File: src/rtl/fwd_ctrl.sv
// Forwarding and load-use hazard control for a 5-stage pipeline.
// Shadows EX/MEM/WB register-write info and decodes the EX operand mux selects.
module fwd_ctrl (
    input  logic       clk,
    input  logic       rst_n,
    input  logic       id_valid,
    input  logic [4:0] id_rn,
    input  logic [4:0] id_rm,
    input  logic [4:0] id_rd,
    input  logic       id_regwrite,
    input  logic       id_memread,
    input  logic       flush,
    input  logic       stall_ext,
    output logic [1:0] fwd_a,
    output logic [1:0] fwd_b,
    output logic       stall_lu,
    output logic       ex_valid
);

    localparam logic [4:0] XZR = 5'd31;

    localparam logic [1:0] SEL_RF   = 2'b00;
    localparam logic [1:0] SEL_MEM  = 2'b01;
    localparam logic [1:0] SEL_WB   = 2'b10;
    localparam logic [1:0] SEL_ZERO = 2'b11;

    logic       r_ex_valid;
    logic [4:0] r_ex_rn;
    logic [4:0] r_ex_rm;
    logic [4:0] r_ex_rd;
    logic       r_ex_regwrite;
    logic       r_ex_memread;

    logic       r_mem_valid;
    logic [4:0] r_mem_rd;
    logic       r_mem_regwrite;

    logic       r_wb_valid;
    logic [4:0] r_wb_rd;
    logic       r_wb_regwrite;

    logic       w_stall_lu;
    logic       w_bubble;

    // XZR wins over any hazard; the younger MEM result wins over WB.
    function automatic logic [1:0] fwd_sel(
        input logic       ex_vld,
        input logic [4:0] src,
        input logic       mem_vld,
        input logic       mem_rw,
        input logic [4:0] mem_rd,
        input logic       wb_vld,
        input logic       wb_rw,
        input logic [4:0] wb_rd
    );
        logic [1:0] sel;
        sel = SEL_RF;
        if (!ex_vld)
            sel = SEL_RF;
        else if (src == XZR)
            sel = SEL_ZERO;
        else if (mem_vld && mem_rw && (mem_rd != XZR) && (mem_rd == src))
            sel = SEL_MEM;
        else if (wb_vld && wb_rw && (wb_rd != XZR) && (wb_rd == src))
            sel = SEL_WB;
        return sel;
    endfunction

    assign w_stall_lu = r_ex_valid && r_ex_memread && r_ex_regwrite && (r_ex_rd != XZR) &&
                        id_valid && ((id_rn == r_ex_rd) || (id_rm == r_ex_rd));
    assign w_bubble   = flush || w_stall_lu;

    assign stall_lu = w_stall_lu;
    assign ex_valid = r_ex_valid;

    assign fwd_a = fwd_sel(r_ex_valid, r_ex_rn, r_mem_valid, r_mem_regwrite, r_mem_rd,
                           r_wb_valid, r_wb_regwrite, r_wb_rd);
    assign fwd_b = fwd_sel(r_ex_valid, r_ex_rm, r_mem_valid, r_mem_regwrite, r_mem_rd,
                           r_wb_valid, r_wb_regwrite, r_wb_rd);

    always_ff @(posedge clk or negedge rst_n) begin
        if (!rst_n) begin
            r_ex_valid     <= 1'b0;
            r_ex_rn        <= 5'd0;
            r_ex_rm        <= 5'd0;
            r_ex_rd        <= 5'd0;
            r_ex_regwrite  <= 1'b0;
            r_ex_memread   <= 1'b0;
            r_mem_valid    <= 1'b0;
            r_mem_rd       <= 5'd0;
            r_mem_regwrite <= 1'b0;
            r_wb_valid     <= 1'b0;
            r_wb_rd        <= 5'd0;
            r_wb_regwrite  <= 1'b0;
        end else if (!stall_ext) begin
            r_mem_valid    <= r_ex_valid;
            r_mem_rd       <= r_ex_rd;
            r_mem_regwrite <= r_ex_regwrite;
            r_wb_valid     <= r_mem_valid;
            r_wb_rd        <= r_mem_rd;
            r_wb_regwrite  <= r_mem_regwrite;
            // A bubble keeps the stale EX indices; they are masked by valid=0.
            if (w_bubble) begin
                r_ex_valid    <= 1'b0;
                r_ex_regwrite <= 1'b0;
                r_ex_memread  <= 1'b0;
            end else begin
                r_ex_valid    <= id_valid;
                r_ex_rn       <= id_rn;
                r_ex_rm       <= id_rm;
                r_ex_rd       <= id_rd;
                r_ex_regwrite <= id_regwrite;
                r_ex_memread  <= id_memread;
            end
        end
    end

endmodule

File: config.mk
export PLATFORM = sky130hd
export DESIGN_NAME = fwd_ctrl
export DESIGN_NICKNAME = d
export VERILOG_FILES = /design/src/rtl/fwd_ctrl.sv
export SDC_FILE = /design/constraint.sdc
export NUM_CORES = 1
export LEC_CHECK = 0
export CAP_MARGIN = 20
export CORE_MARGIN = 8
export CORE_UTILIZATION = 30
export CTS_BUF_LIST = sky130_fd_sc_hd__clkbuf_16
export DETAILED_ROUTE_END_ITERATION = 8
export PLACE_DENSITY = 0.46
export SYNTH_ARGS = -nofsm -noshare
export SYNTH_HDL_FRONTEND = slang
export SYNTH_SLANG_ARGS = --single-unit
File: constraint.sdc
create_clock -name clk -period 2.5 [get_ports clk]
set_input_delay 0.375 -clock clk [delete_from_list [all_inputs] [get_ports clk]]
set_output_delay 0.375 -clock clk [all_outputs]
set_load 0.01 [all_outputs]
==> summary.txt <==
Status
  • Outcome: finished, final reports clean

Routing
  • Starting DRT DRC Count: 52
  • DRC violations left: 0
  • Drt first pass iters: 4
  • Final wirelength: between 4000 and 5000 µm
  • DR WL/cell: roughly 16 µm
  • Via count: about 1200
  • Vias per std cell: 4.70
  • Final ANT Viol Nets: 0

Critical path
  • Bufs and invs on worst path: 1
  • Critical path origin: r_mem_rd[2]$_DFFE_PN0N_
  • CP Cell Sequence: nand3_1 -> o211ai_1 -> or4_1 -> nand3_1 -> a21boi_0 -> dlygate4sd2_1
  • WP data required: 2120 ps
  • CP delay by family, top: simple AND/OR/NAND/NOR gates
  • Most numerous cell on the critical path: nand3_1
  • Data arrival, critical path: ~2000 ps
  • Critical path type: reg2out
  • CP endpoint kind: primary output
  • CP Launch Type: register
  • Max incr delay on CP: approximately 570 ps
  • CP max stage cell: or4_1
  • CP max FO: 5
  • Reg2reg start: r_ex_rd[1]$_DFFE_PN0P_

Run
  • Maxcap violations: 0

Yosys
  • Ranking of synthesized cells by area: dfrtp_1 (47%), mux2_2 (15%), xnor2_1 (10%), mux2_4 (6.2%), xor2_1 (5.1%)
  • Post-synth top area cell: dfrtp_1
  • Yosys warnings: 0
  • Synth Cell Area: 1700 µm²
  • Async set-or-reset flop fraction in the synthesized netlist: 100%
  • Post-synth EDFFs: 0
  • Synth Instances: 131
  • Most common cell in the netlist: dfrtp_1
  • Post-synth net total: 153
  • Mean Syn Cell Area: ~13 µm²
  • Post-synthesis sequential area ratio: a little under half
  • Main flop type after synthesis: dfrtp_1
  • Synth top cells by count: dfrtp_1 (32), mux2_2 (22), xnor2_1 (20)
  • Synth Register Bits: 32
  • Top-area cell type share of the netlist area: a little under half
  • Post-synthesis cell type count: 24

CTS
  • Clock Path Buffers: 2
  • CTS root buffer: clkbuf_16
  • CTS Sinks: 32
  • CTS buffer count: 5
  • Hold_buf cts: 0
  • Clk_lat worst skew: about 270 ps
  • CTS clk-pin slew, worst paths: roughly 60 ps
  • Htree depth: 2
  • CTS tree: done
  • Postcts setup bufs: 0

Timing
  • Final slew viol count: 0
  • Period utilization: 94.6%
  • Final setup vio count: 0
  • Final Hold Fails: 0
  • Max transition margin: slightly above 70%
  • Sum Neg Setup Slack: 0 ps
  • Clock skew after layout: between 4 and 5 ps
  • Worst-Margin Slew: 412 ps
  • RSZ-0062 raised after global routing: false
  • Post-layout min period: 2360 ps
  • Max Fclk: around 0.42 GHz

Place
  • Placed cell area: 2120 µm²
  • GP Congestion: between 0.8 and 0.9
  • Detailed placement HPWL: a little over 3000 µm
  • Port Buf Inserts: 27

GRT
  • Largest net degree at the start of global routing: 33
  • Vias in the first global route: about 1300
  • Global-route wire length before repair: slightly below 7000 µm
  • Initial antenna violation count: 0
  • GRT overflow: 0
  • Tot GR Track Use: 10.3%

Final layout
  • Fin util: between 40% and 50%
  • Share of cells above drive strength 1: approximately a third
  • Fillers: 545
  • Design area: roughly 2300 µm²
  • Nets: approximately 200
  • # diodes: 0
  • Layout area overhead: 35.0%

Hold path
  • Worst hold path class: in2async

Die
  • Die area: 8340 µm²
  • Core area: approximately 5500 µm²
  • Die W: around 91 µm
  • Initial Util: a little under a third
  • Die height: ~90 µm
  • I/O pins: 28
  • Num rows: 27

Power
  • Pwr Density: 775 nW/µm²
  • VDD IR-drop max: roughly 0.34 mV
  • Leakage: 0.956 nW
==> where the power goes <==
part | leakage (nW) | internal [mW] | switching (mW)
clock network | 0.0798 | 0.467 | 0.221
logic | 0.494 | 0.230 | 0.136
registers | 0.382 | 0.604 | 0.122
total | 0.956 | 1.30 | 0.479
==> final cells by class <==
class | instances | area [µm²] | share of cell area [%]
Tap cell | 72 | 90.1 | 3.92
Clock buffer | 5 | 125 | 5.45
Sequential cell | 32 | 805 | 35.0
Clock inverter | 3 | 42.5 | 1.85
Timing Repair Buffer | 38 | 350 | 15.3
Multi-Input combinational cell | 96 | 885 | 38.5
==> cells by family (layout without fill, tap and decap cells) <==
family,Yosys count,count (layout),share of synthesized area (%)
and+or+nand+nor,24,24,8.09
DFF,32,32,47.1
muxes,29,29,20.7
buffers and inverters,3,46,1.32
xor gates and xnor gates,30,30,15.4
AOI/OAI and AO/OA,13,13,7.35
==> flip-flops by register name (all words and copies together) (netlist names) <==
| signal | cells |
|---|---|
| r_ex_rn | 5 |
| r_mem_rd | 5 |
| r_wb_valid | 1 |
| r_ex_regwrite | 1 |
| r_wb_rd | 5 |
| r_wb_regwrite | 1 |
| r_ex_rm | 5 |
| r_ex_rd | 5 |
| ex_valid | 1 |
| r_ex_memread | 1 |
| r_mem_regwrite | 1 |
| r_mem_valid | 1 |
==> repair_timing <==
item	in CTS	in global routing
resized for setup	8	2
gates cloned	0	0
endpoints found under the setup margin	4	2
==> worst paths after layout <==
path | cells past startpoint | slack (ps) | endpoint
hold / removal | 2 | 510 | r_wb_valid$_DFFE_PN0N_
min in group clk | 1 | 510 | r_ex_memread$_DFFE_PN0N_
setup / recovery | 6 | 140 | fwd_b[1]
max in group asynchronous | 2 | 1670 | r_mem_rd[1]$_DFFE_PN0N_
hold reg to reg | 1 | 510 | r_ex_memread$_DFFE_PN0N_
setup reg to reg | 7 | 620 | r_ex_rm[2]$_DFFE_PN0P_
==> per-stage QoR <==
stage	total power, mW	hold WS, ps	setup WS (ps)	cells
2_1_floorplan	0.953	79.4	701	131
3_3_place_gp	1.10	492	77.9	238
3_5_place_dp	1.10	498	41.4	238
4_1_cts	1.80	509	20.9	246
5_1_grt	1.88	528	50.0	246
6_report	1.78	505	136	246
==> metal layers <==
metal | track usage [%] | share of wire, % | vias up | routed length (µm)
met5 | 0 | 0 | - | 0
met4 | 3.68 | 0.94 | 0 | 38
met3 | 2.88 | 3.8 | 4 | 155
met2 | 14.6 | 44 | 30 | 1790
met1 | 14.5 | 51 | 570 | 2060
li1 | - | - | 553 | -
==> layout by cell type, fill, tap and decap left out <==
master	n
clkinv_2	1
bufinv_16	1
nand4_1	2
a31oi_1	2
clkbuf_16	5
dfrtp_1	29
or4_1	1
dlymetal6s2s_1	1
and3_1	4
dfrtp_2	3
a21boi_1	1
and2_1	1
clkdlybuf4s50_1	22
nand3_1	7
a211oi_4	1
nor4_2	1
nand3_2	2
nand2_1	4
a22o_1	3
a31o_2	1
o211ai_1	1
o22ai_4	1
mux2_2	22
a21boi_0	3
nor3_1	2
dlygate4sd2_1	4
clkinvlp_4	1
buf_4	11
mux2_4	7
xor2_1	10
xnor2_1	20
Note: power is estimated with default switching activity, not from simulation.
